`src/rtl/present_pkg.sv`:
```
// rtl/present_pkg.sv - constants and state encoding for present_stream_ctrl (PRESENT_KEY_KEEP_EN selects key-keep framing)
package present_pkg;

  localparam int KEY_BYTES = 10;
  localparam int PT_BYTES  = 8;
  localparam int CT_BYTES  = 8;
  localparam int ROUNDS    = 32;

  typedef enum logic [1:0] {
    LOAD      = 2'd0,
    WAIT_SYNC = 2'd1,
    RUN       = 2'd2,
    OUT       = 2'd3
  } state_e;

`ifdef PRESENT_KEY_KEEP_EN
  // Key bytes are tagged separately, so a frame is plaintext only.
  localparam logic [4:0] IN_LAST = 5'(PT_BYTES - 1);
`else
  // Frame carries the key first, then the plaintext.
  localparam logic [4:0] IN_LAST = 5'(KEY_BYTES + PT_BYTES - 1);
`endif
  localparam logic [4:0] KEY_LAST = 5'(KEY_BYTES - 1);
  localparam logic [2:0] OUT_LAST = 3'(CT_BYTES - 1);

endpackage

```
`src/rtl/present_byte_ser.sv`:
```
// rtl/present_byte_ser.sv - 64-bit load, 8-byte valid/ready serializer, most significant byte first
module present_byte_ser
  import present_pkg::*;
(
  input  logic        clk,
  input  logic        rst_n,
  input  logic        load_i,
  input  logic [63:0] data_i,
  output logic [7:0]  tdata_o,
  output logic        tvalid_o,
  input  logic        tready_i,
  output logic        done_o
);

  logic [63:0] sreg_q;
  logic [2:0]  cnt_q;
  logic        valid_q;

  // Load the ciphertext word, then shift one byte out per accepted handshake.
  always_ff @(posedge clk) begin
    if (!rst_n) begin
      sreg_q  <= '0;
      cnt_q   <= '0;
      valid_q <= 1'b0;
    end else if (load_i) begin
      sreg_q  <= data_i;
      cnt_q   <= '0;
      valid_q <= 1'b1;
    end else if (valid_q && tready_i) begin
      sreg_q <= {sreg_q[55:0], 8'h00};
      if (cnt_q == OUT_LAST) begin
        cnt_q   <= '0;
        valid_q <= 1'b0;
      end else begin
        cnt_q <= cnt_q + 3'd1;
      end
    end
  end

  assign tdata_o  = sreg_q[63:56];
  assign tvalid_o = valid_q;
  assign done_o   = valid_q && tready_i && (cnt_q == OUT_LAST);

endmodule

```
`src/rtl/present_stream_ctrl.sv`:
```
// rtl/present_stream_ctrl.sv - byte-stream front end for a PRESENT core; PRESENT_KEY_KEEP_EN adds in_is_key and a retained key
module present_stream_ctrl
  import present_pkg::*;
(
  input  logic        clk,
  input  logic        rst_n,
  input  logic [7:0]  in_data,
  input  logic        in_valid,
  output logic        in_ready,
`ifdef PRESENT_KEY_KEEP_EN
  input  logic        in_is_key,
`endif
  input  logic        frame_sync,
  output logic [63:0] core_state,
  output logic [79:0] core_keys,
  input  logic [63:0] core_result,
  output logic [7:0]  out_data,
  output logic        out_valid,
  input  logic        out_ready,
  output logic        busy
);

  state_e      state_q;
  logic [4:0]  in_cnt_q;
  logic [63:0] core_state_q;
  logic [79:0] core_keys_q;
  logic        in_ready_q;
  logic        busy_q;
  logic        ser_load;
  logic        ser_done;
  logic        in_fire;

  assign in_fire  = in_valid && in_ready_q;
  // The core result is only valid on the sync cycle that ends RUN.
  assign ser_load = (state_q == RUN) && frame_sync;

  // Frame sequencing: gather bytes, wait for the core's round 0, run, then drain.
  always_ff @(posedge clk) begin
    if (!rst_n) begin
      state_q      <= LOAD;
      in_cnt_q     <= '0;
      core_state_q <= '0;
      core_keys_q  <= '0;
      in_ready_q   <= 1'b0;
      busy_q       <= 1'b0;
    end else begin
      case (state_q)
        LOAD: begin
          in_ready_q <= 1'b1;
          busy_q     <= 1'b0;
          if (in_fire) begin
`ifdef PRESENT_KEY_KEEP_EN
            if (in_is_key) begin
              core_keys_q <= {core_keys_q[71:0], in_data};
            end else begin
              core_state_q <= {core_state_q[55:0], in_data};
              if (in_cnt_q == IN_LAST) begin
                in_cnt_q   <= '0;
                state_q    <= WAIT_SYNC;
                in_ready_q <= 1'b0;
                busy_q     <= 1'b1;
              end else begin
                in_cnt_q <= in_cnt_q + 5'd1;
              end
            end
`else
            if (in_cnt_q <= KEY_LAST) begin
              core_keys_q <= {core_keys_q[71:0], in_data};
            end else begin
              core_state_q <= {core_state_q[55:0], in_data};
            end
            if (in_cnt_q == IN_LAST) begin
              in_cnt_q   <= '0;
              state_q    <= WAIT_SYNC;
              in_ready_q <= 1'b0;
              busy_q     <= 1'b1;
            end else begin
              in_cnt_q <= in_cnt_q + 5'd1;
            end
`endif
          end
        end
        WAIT_SYNC: begin
          // A sync seen on the last-byte edge was sampled in LOAD, so it never launches.
          if (frame_sync) begin
            state_q <= RUN;
          end
        end
        RUN: begin
          if (frame_sync) begin
            state_q <= OUT;
          end
        end
        OUT: begin
          if (ser_done) begin
            state_q    <= LOAD;
            in_ready_q <= 1'b1;
            busy_q     <= 1'b0;
          end
        end
        default: begin
          state_q <= LOAD;
        end
      endcase
    end
  end

  present_byte_ser u_ser (
    .clk      (clk),
    .rst_n    (rst_n),
    .load_i   (ser_load),
    .data_i   (core_result),
    .tdata_o  (out_data),
    .tvalid_o (out_valid),
    .tready_i (out_ready),
    .done_o   (ser_done)
  );

  assign in_ready   = in_ready_q;
  assign busy       = busy_q;
  assign core_state = core_state_q;
  assign core_keys  = core_keys_q;

endmodule
```
`config.mk`:
```
export PLATFORM = sky130hd
export DESIGN_NAME = present_stream_ctrl
export DESIGN_NICKNAME = d
export VERILOG_FILES = /design/src/rtl/present_pkg.sv /design/src/rtl/present_byte_ser.sv /design/src/rtl/present_stream_ctrl.sv
export SDC_FILE = /design/constraint.sdc
export NUM_CORES = 1
export LEC_CHECK = 0
export ABC_AREA = 1
export BUFFER_PORTS_ARGS = -buffer_cell sky130_fd_sc_hd__buf_2
export CORE_MARGIN = 3
export CORE_UTILIZATION = 45
export CTS_CLUSTER_DIAMETER = 80
export DETAILED_ROUTE_END_ITERATION = 8
export PLACE_DENSITY = 0.78
export SKIP_LAST_GASP = 1
export SLEW_MARGIN = 10
export SYNTH_ARGS = -nofsm -noshare
export SYNTH_HDL_FRONTEND = slang
export SYNTH_SLANG_ARGS = --single-unit
```
`constraint.sdc`:
```
create_clock -name clk -period 4.71 [get_ports clk]
set_clock_uncertainty 0.1 [all_clocks]
set_input_delay 0 -clock clk [delete_from_list [all_inputs] [get_ports clk]]
set_output_delay 0 -clock clk [all_outputs]
set_load 0.05 [all_outputs]
```
==> impl_metrics.yaml <==
status:
  status: "complete, no violations"
floorplan:
  io_pins: 232
  die_area_sq_um: 22930
  die_width_microns: 151.4
  num_rows: 52
  start_util: 0.4643
  core-area_sq_um: 20490
  die_h_microns: 151.4
place:
  dpl.cell_count: 1790
  hpwlAfterDp_microns: 14980
  gp_congestion: 0.7886
  io_buffers: 231
sta:
  slew_violations: 0
  hold_viol: 0
  max_slew.worst_pin.slew_ns: 1.140
  setup_violations: 0
  period_share: 0.6085
  rsz0062_at_grt: "no"
  slew_headroom: 0.2397
  min_period_ns: 2.866
  setup_tns_ns: 0
  max_freq_mhz: 348.9
drt:
  dr.pass1.iters: 5
  wl_per_cell_microns: 13.30
  route.detailed.drc: 0
  drt-initial-drc-count: 712
  wl_microns: 25400
  drt.antenna.violating_nets: 0
  routed_via_density: 4.915
  vias: 9387
synthesis:
  ys_ff_latch: 221
  postSynthCellCount: 1385
  syn-num-nets: 1471
  yosys_warnings: 0
  synth_cell_type_count: 21
  avgSynthCellArea_sq_um: 6.871
  synth_area_sq_um: 9517
  yosysSeqAreaShare: 0.4649
power_and_ir_drop:
  vdd_drop_max_mv: 0.4183
  power_density_nw_per_um2: 499.6
  total_power_mw: 6.034
  total_leakage_power_nw: 5.763
critical_path:
  crit_type: "reg2reg"
  cp_max_fo: 76
  endpoint_kind: "flip-flop"
  critPathLaunchType: "flip-flop"
  worstPathRequired_ns: 5.06
  crit_arrival_ns: 3.21
global_routing:
  track_usage: 0.2130
  overflow: 0
  grt_pass1_wl_microns: 41030
  grt_max_degree: 117
  antenna_found_initial: 0
  grt_pass1_vias: 8631
clocking:
  cts_htree_levels: 1
  cts_buffers: 24
  clkSinkCount: 221
  cts-root-buf: "clkbuf_16"
  cts_setup_buffers: 0
  tritoncts: "yes"
  cts_resized: 0
  ctsHoldBuffers: 76
  cts_buffer_depth: 3
  path_clk_slew_ns: 0.06
  clk_latency_ns: 0.51
final_layout:
  nets: 1708
  drive_gt1_frac: 0.1734
  layoutNonFillerInstCount: 1910
  syn2layout_area_growth_pct: 26.90
flow_run:
  maxCapViolCount: 0
hold_path:
  holdCritPathClass: "in2reg"
stage by stage:
stage / area (sq um) / setup slack, ns / hold slack [ns] / utilization
2_1_floorplan: 9517 / 2.985 / 0.03492 / -
3_3_place_gp: 10490 / 1.985 / 0.1391 / 0.5117
3_5_place_dp: 10490 / 1.869 / 0.1493 / 0.5117
4_1_cts: 12070 / 1.821 / 0.1425 / 0.5890
5_1_grt: 12070 / 1.516 / 0.2077 / 0.5890
6_report: 12080 / 1.844 / 0.1717 / 0.5893
cell families (layout without fill, tap and decap cells):
kind of cell               after synthesis  after routing  synth area share
and+or+nand+nor                        746            746            0.3129
DFF                                    221            221            0.4649
other                                    0              2                 0
AOI/OAI and AO/OA                      146            146           0.08441
buffers and inverters                  263            516            0.1260
adders and majority gates                9              9           0.01183
cell type report:
type | count | area (sq um)
Timing Repair Buffer | 313 | 1964
Fill cell | 1823 | 8418
Clock inverter | 8 | 115.1
Sequential cell | 221 | 4424
Tap cell | 270 | 337.8
Multi-Input combinational cell | 901 | 3916
Antenna cell | 2 | 5.005
Inverter | 161 | 604.3
Clock buffer | 34 | 709.4
per-layer routing:
metal	up-vias	wire length (microns)	GRT usage
met1	4192	10590	0.2708
met5	-	0	0
li1	4746	-	-
met3	99	1971	0.05865
met4	0	1224	0.1047
met2	350	11610	0.3330
placed cells by master (no fill, tap or decap), drive strengths merged:
cell type,netlist,final
nor2,236,236
o21bai,1,1
o21ai,4,4
inv,161,161
dlygate4sd3,0,76
clkbuf,31,34
diode,0,2
nor3,1,1
and2,1,1
nand3b,2,2
nand2,379,379
a31oi,56,56
nand3,127,127
ha,9,9
dfxtp,221,221
clkinv,0,5
bufinv,0,3
buf,71,237
a21oi,85,85
report_power, final:
group,switching (mW),internal (mW),total (mW)
clock network,0.755,1.21,1.96
registers,0.161,2.10,2.26
logic,1.36,0.456,1.81
total,2.28,3.76,6.03
state kept, by name, indices dropped and copies added, names as in the netlist:
name,count
u_ser.tvalid_o,1
u_ser.cnt_q,3
core_state,64
in_ready,1
state_q,2
u_ser.sreg_q,64
busy,1
core_keys,80
in_cnt_q,5
synthesized netlist by cell type, drive strengths merged:
cell	n	area share
nor3	1	0.00053
buf	71	0.050
dfxtp	221	0.46
nor2	236	0.093
nand3	127	0.067
and2	1	0.00066
clkbuf	31	0.012
a21oi	85	0.045
o21bai	1	0.00079
o21ai	4	0.0021
nand2	379	0.15
ha	9	0.012
inv	161	0.064
nand3b	2	0.0016
a31oi	56	0.037
worst paths after layout:
path	slack, ns	to	cells past startpoint	start
worst min-delay path	0.17	core_keys[5]	4	in_data[5]
worst min register to register	0.37	in_ready	2	in_ready
worst max register to register	1.84	core_keys[1]	9	state_q[0]
worst max-delay path	1.84	core_keys[1]	9	state_q[0]
worst max-delay path: stages (launching register included):
cell,delay [ns]
dfxtp_1,0.34
inv_1,0.11
ha_1,0.20
inv_1,0.09
nor2_4,0.44
nand3_4,0.65
buf_4,0.53
nand2_1,0.11
nand2_1,0.06
nor2_1,0.13
Note: power is estimated with default switching activity, not from simulation.
